### src/rtl/mem_bus_arbiter_pkg.sv
// Shared types and constants for the IFU/LSU memory-port arbiter.
package mem_bus_pkg;

  typedef enum logic [1:0] {
    IDLE     = 2'd0,
    IFU_BUSY = 2'd1,
    LSU_BUSY = 2'd2
  } arb_state_t;

  typedef enum logic {
    IFU = 1'b0,
    LSU = 1'b1
  } req_id_t;

  localparam logic [1:0] SZ_B = 2'd0;
  localparam logic [1:0] SZ_H = 2'd1;
  localparam logic [1:0] SZ_W = 2'd2;

  localparam logic [31:0] ERR_RDATA_DEFAULT = 32'hDEAD_BEEF;

endpackage

### src/rtl/mem_bus_arbiter_timeout_counter.sv
// Saturating busy-cycle counter; hit flags the last busy cycle before a forced error.
module bus_timeout_counter #(
  parameter int TIMEOUT_CYCLES = 1024
) (
  input  logic clock,
  input  logic reset,
  input  logic clear,
  input  logic enable,
  output logic hit
);

  localparam int CW = (TIMEOUT_CYCLES == 0) ? 1 : $clog2(TIMEOUT_CYCLES + 1);
  localparam logic [CW-1:0] HIT_VAL = (TIMEOUT_CYCLES == 0) ? '0 : CW'(TIMEOUT_CYCLES - 1);
  localparam logic [CW-1:0] CNT_MAX = '1;

  logic [CW-1:0] count;

  always_ff @(posedge clock or negedge reset) begin
    if (!reset) begin
      count <= '0;
    end else if (clear) begin
      count <= '0;
    end else if (enable && (count != CNT_MAX)) begin
      count <= count + CW'(1);
    end
  end

  // Gated by enable so a 1-cycle timeout cannot fire while idle.
  assign hit = (TIMEOUT_CYCLES != 0) && enable && (count == HIT_VAL);

endmodule

### src/rtl/mem_bus_arbiter.sv
// Round-robin arbiter sharing one memory port between fetch (IFU) and load/store (LSU).
module mem_bus_arbiter
  import mem_bus_pkg::*;
#(
  parameter int              ADDR_W         = 32,
  parameter int              DATA_W         = 32,
  parameter int              TIMEOUT_CYCLES = 1024,
  parameter logic [DATA_W-1:0] ERR_RDATA    = ERR_RDATA_DEFAULT
) (
  input  logic              clock,
  input  logic              reset,
  input  logic              ifu_req_valid,
  input  logic [ADDR_W-1:0] ifu_addr,
  output logic              ifu_resp_valid,
  output logic [DATA_W-1:0] ifu_rdata,
  input  logic              lsu_req_valid,
  input  logic [ADDR_W-1:0] lsu_addr,
  input  logic [1:0]        lsu_size,
  input  logic              lsu_wen,
  input  logic [DATA_W-1:0] lsu_wdata,
  input  logic [3:0]        lsu_wmask,
  output logic              lsu_resp_valid,
  output logic [DATA_W-1:0] lsu_rdata,
  output logic              mem_req_valid,
  output logic [ADDR_W-1:0] mem_addr,
  output logic [1:0]        mem_size,
  output logic              mem_wen,
  output logic [DATA_W-1:0] mem_wdata,
  output logic [3:0]        mem_wmask,
  input  logic              mem_resp_valid,
  input  logic [DATA_W-1:0] mem_rdata,
  output logic              bus_err,
  output logic [ADDR_W-1:0] err_addr,
  output logic [1:0]        dbg_state
);

  // Handshake: a requester raises req_valid with its payload and holds both
  // until its one-cycle resp_valid pulse; it drops req_valid on the next edge.
  // The memory side sees mem_req_valid as a level held until mem_resp_valid
  // pulses or the timeout fires.

  arb_state_t state;
  req_id_t    last_grant;

  logic busy;
  logic hit_raw;
  logic timeout_hit;
  logic end_txn;
  logic grant_lsu;
  logic grant_ifu;
  logic [DATA_W-1:0] resp_rdata;

  assign busy        = (state == IFU_BUSY) || (state == LSU_BUSY);
  assign timeout_hit = hit_raw && !mem_resp_valid;
  assign end_txn     = busy && (mem_resp_valid || timeout_hit);

  // On a tie the requester that did not win last time gets the port.
  assign grant_lsu = lsu_req_valid && (!ifu_req_valid || (last_grant == IFU));
  assign grant_ifu = ifu_req_valid && !grant_lsu;

  bus_timeout_counter #(
    .TIMEOUT_CYCLES(TIMEOUT_CYCLES)
  ) u_timeout (
    .clock  (clock),
    .reset  (reset),
    .clear  (!busy || end_txn),
    .enable (busy),
    .hit    (hit_raw)
  );

  always_ff @(posedge clock or negedge reset) begin
    if (!reset) begin
      state         <= IDLE;
      last_grant    <= IFU;
      mem_req_valid <= 1'b0;
      mem_addr      <= '0;
      mem_size      <= '0;
      mem_wen       <= 1'b0;
      mem_wdata     <= '0;
      mem_wmask     <= '0;
      bus_err       <= 1'b0;
      err_addr      <= '0;
    end else begin
      case (state)
        IDLE: begin
          if (grant_lsu) begin
            state         <= LSU_BUSY;
            last_grant    <= LSU;
            mem_req_valid <= 1'b1;
            mem_addr      <= lsu_addr;
            mem_size      <= lsu_size;
            mem_wen       <= lsu_wen;
            mem_wdata     <= lsu_wdata;
            mem_wmask     <= lsu_wmask;
          end else if (grant_ifu) begin
            state         <= IFU_BUSY;
            last_grant    <= IFU;
            mem_req_valid <= 1'b1;
            mem_addr      <= ifu_addr;
            mem_size      <= SZ_W;
            mem_wen       <= 1'b0;
            mem_wdata     <= '0;
            mem_wmask     <= '0;
          end
        end
        IFU_BUSY, LSU_BUSY: begin
          if (end_txn) begin
            state         <= IDLE;
            mem_req_valid <= 1'b0;
          end
          if (timeout_hit) begin
            bus_err <= 1'b1;
            if (!bus_err) begin
              err_addr <= mem_addr;
            end
          end
        end
        default: begin
          state         <= IDLE;
          mem_req_valid <= 1'b0;
        end
      endcase
    end
  end

  // A real response in the timeout cycle wins, so ERR_RDATA only when it is absent.
  assign resp_rdata     = timeout_hit ? ERR_RDATA : mem_rdata;
  assign ifu_resp_valid = (state == IFU_BUSY) && (mem_resp_valid || timeout_hit);
  assign lsu_resp_valid = (state == LSU_BUSY) && (mem_resp_valid || timeout_hit);
  assign ifu_rdata      = resp_rdata;
  assign lsu_rdata      = resp_rdata;
  assign dbg_state      = state;

endmodule

### config.mk
export PLATFORM = sky130hd
export DESIGN_NAME = mem_bus_arbiter
export DESIGN_NICKNAME = d
export VERILOG_FILES = /design/src/rtl/mem_bus_arbiter_pkg.sv /design/src/rtl/mem_bus_arbiter_timeout_counter.sv /design/src/rtl/mem_bus_arbiter.sv
export SDC_FILE = /design/constraint.sdc
export NUM_CORES = 1
export LEC_CHECK = 0
export CAP_MARGIN = 20
export CORE_MARGIN = 3
export CORE_UTILIZATION = 39
export DETAILED_ROUTE_END_ITERATION = 6
export GPL_TIMING_DRIVEN = 0
export PLACE_DENSITY_LB_ADDON = 0.08
export SETUP_SLACK_MARGIN = 0.4
export SKIP_CTS_REPAIR_TIMING = 1
export SLEW_MARGIN = 20
export SYNTH_ARGS = -nofsm -noshare
export SYNTH_HDL_FRONTEND = slang
export SYNTH_SLANG_ARGS = --single-unit
### constraint.sdc
create_clock -name clock -period 3.4 [get_ports clock]
set_clock_uncertainty 0.15 [all_clocks]
set_input_delay 0.51 -clock clock [delete_from_list [all_inputs] [get_ports clock]]
set_output_delay 0.51 -clock clock [all_outputs]
set_load 0.02 [all_outputs]
==> metrics <==
post-route cell area between 9000 and 10000 µm²; Main synth FF type dfrtp_1; Ant. Diodes 0; final global-route overflow total 0; WP data required approximately 2700 ps; ys async rst share 100.0%; area share of xor/xnor cells in the synthesized design less than 1%; setup tns final 0 ps; CP Launch Type flop; synthesized instance count between 400 and 500; total of max-cap violations 0; CTS Buffer Depth 2; #FFs+latches synth 119; clk_lat worst skew ~400 ps; io pins 313; most common cell after layout, fill and taps aside clkdlybuf4s50_1; Max VDD drop between 600 and 700 µV; FMAX 0.3239 GHz; Synth Cell Area 5503 µm²; crit share post-route 90.79%; Pleak 4.563 nW; first-pass GRT wire length roughly 27 mm; CTS sink cnt between 100 and 150; max_slew headroom a little under half; Root Buffer clkbuf_16; port bufs between 300 and 400; Hold Crit Class reg -> reg; Tmin final 3087 ps; Synth Area in Simple Gates 10.21%; post-place instance area slightly below 9000 µm²; count of cell types in the netlist 38; critical path type reg -> out; share of cells above drive strength 1 a little under a quarter; total power between 6 and 7 mW; largest net degree at the start of global routing between 60 and 70; unrepaired setup endpoints after global routing true; Final HPWL DP 13.47 mm; initial antenna violation count 0; worst slew pin tran slightly below 800 ps; Clock transition at path regs 50 ps; Pwr Density 714.7 nW/µm²; Post-synth EDFFs 0; setup slack after layout 313.1 ps; count of final hold-check violations 0; syn_area_per_cell roughly 12 µm²; CTS tree built; status complete, no violations; final count of negative-setup-slack endpoints 0; H-tree Lvls 4; largest family of logic cells by synthesized area multiplexers; Yosys Warn Count 0; cell taking the most area after synthesis dfrtp_1; Vias between 4000 and 5000; Area growth, synth to finish 72.78%; Worst setup EP type output pin; via/cell ratio approximately 4.8; vias in the first global route ~5000; syn_nets roughly 600; initial DRC count between 150 and 200; Adder-Cell Fraction of Synth Area less than 1%; core footprint around 14000 µm²; Synth Area in Compound Gates between 10% and 20%; NumNets Final 939; routability cong. around 0.88; cts bufs inserted 17; Die ar. about 16000 µm²; top-area cell type share of the netlist area 54.12%; num rows 42; Seq/Total Area, Yosys 54.12%; chip width 124.8 µm; Die H 124.8 µm; crit path DAT ~2400 ps; Final ANT Viol Nets 0; fin util a little over 70%; mux cell area share after synthesis 14.78%; router iterations before antenna repair 4; commonest non-fill, non-tap cells in the layout 245 x clkdlybuf4s50_1, 119 x dfrtp_1, 40 x nand2_1, 39 x a22o_1, 38 x buf_4; WL final around 18 mm; initial core utilization 40.74%; CP max FO 6; post-place setup slack -402.2 ps; Tot GR Track Use a little over a fifth; Synth area leaders dfrtp_1 54%, mux2_4 8.2%, a22o_1 6.2%, mux2i_1 6.2%, buf_4 4.5%; Slew Viols, Final 0; # DRC 0; DR WL/cell 17.81 µm
## state kept, by name (all words and copies together) (netlist names), 2 cells and up
signal           flops
mem_size             2
mem_wdata           32
err_addr            32
mem_addr            32
u_timeout.count     11
dbg_state            2
mem_wmask            4
## worst max-delay path, cell delays in order, from the launching register on
cell and delay (ps):
dfrtp_1 420, inv_2 100, ha_4 200, or2b_1 200
nor4_4 50, buf_6 140, buf_6 110, buf_6 110
buf_6 110, or2_2 310, buf_4 140, clkbuf_2 140
## synthesized netlist by cell type (3+ instances only)
| library cell | number |
|---|---|
| o21ai_0 | 34 |
| or2_2 | 26 |
| buf_12 | 3 |
| buf_2 | 6 |
| clkbuf_1 | 16 |
| nor2_1 | 9 |
| a22o_1 | 39 |
| mux2_4 | 30 |
| nor2b_1 | 10 |
| inv_1 | 4 |
| mux2i_1 | 34 |
| buf_4 | 33 |
| dfrtp_1 | 119 |
| ha_1 | 4 |
| a31oi_1 | 5 |
| nand2_1 | 40 |
| nand3_1 | 6 |
| a21oi_1 | 5 |
| xnor2_1 | 4 |
## cells by family after synthesis
| group | after synthesis |
|---|---|
| AOI/OAI and AO/OA | 91 |
| and+or+nand+nor | 105 |
| adders and majority gates | 4 |
| xor gates and xnor gates | 5 |
| DFF | 119 |
| buffers and inverters | 64 |
| muxes | 66 |
## where the power goes
part	switching [mW]	total, mW	internal (mW)
Sequential	0.323	2.20	1.88
Clock	0.594	1.72	1.13
Combinational	1.48	2.88	1.39
## routing by layer
metal / track usage [%] / share of wire (%) / vias to the layer above
li1: - / - / 2239
met1: 26.91 / 41 / 2342
met2: 38.42 / 52 / 141
met3: 5.575 / 5.3 / 18
met4: 5.674 / 1.3 / 0
met5: 0 / 0 / -
## through the flow
step | std cells | hold slack, ps
after detailed placement | 943 | 328.5
final | 983 | 352.2
after CTS | 974 | -83.12
after global placement | 942 | 331.3
after floorplan | 454 | 64.41
after global routing | 983 | 372.5
## final timing paths
kind	startpoint	endpoint	slack, ps	cells past startpoint
hold / removal	last_grant	last_grant	350	2
setup / recovery	dbg_state[1]	lsu_rdata[23]	310	11
hold reg to reg	last_grant	last_grant	350	2
max in group asynchronous	reset	u_timeout.count[4]	1930	3
min in group asynchronous	reset	err_addr[11]	490	2
setup reg to reg	dbg_state[1]	err_addr[2]	940	10
## layout make-up
class	count	area (µm²)
flip-flops and latches	119	2978
plain buffers	60	429.2
clock inverters	9	100.1
repair buffers	322	3164
fillers	1003	3998
clock buffers	22	474.2
well taps	176	220.2
multi-input cells	271	2127
inverters	4	15.01
No activity file was read; power rests on OpenSTA's default activity.
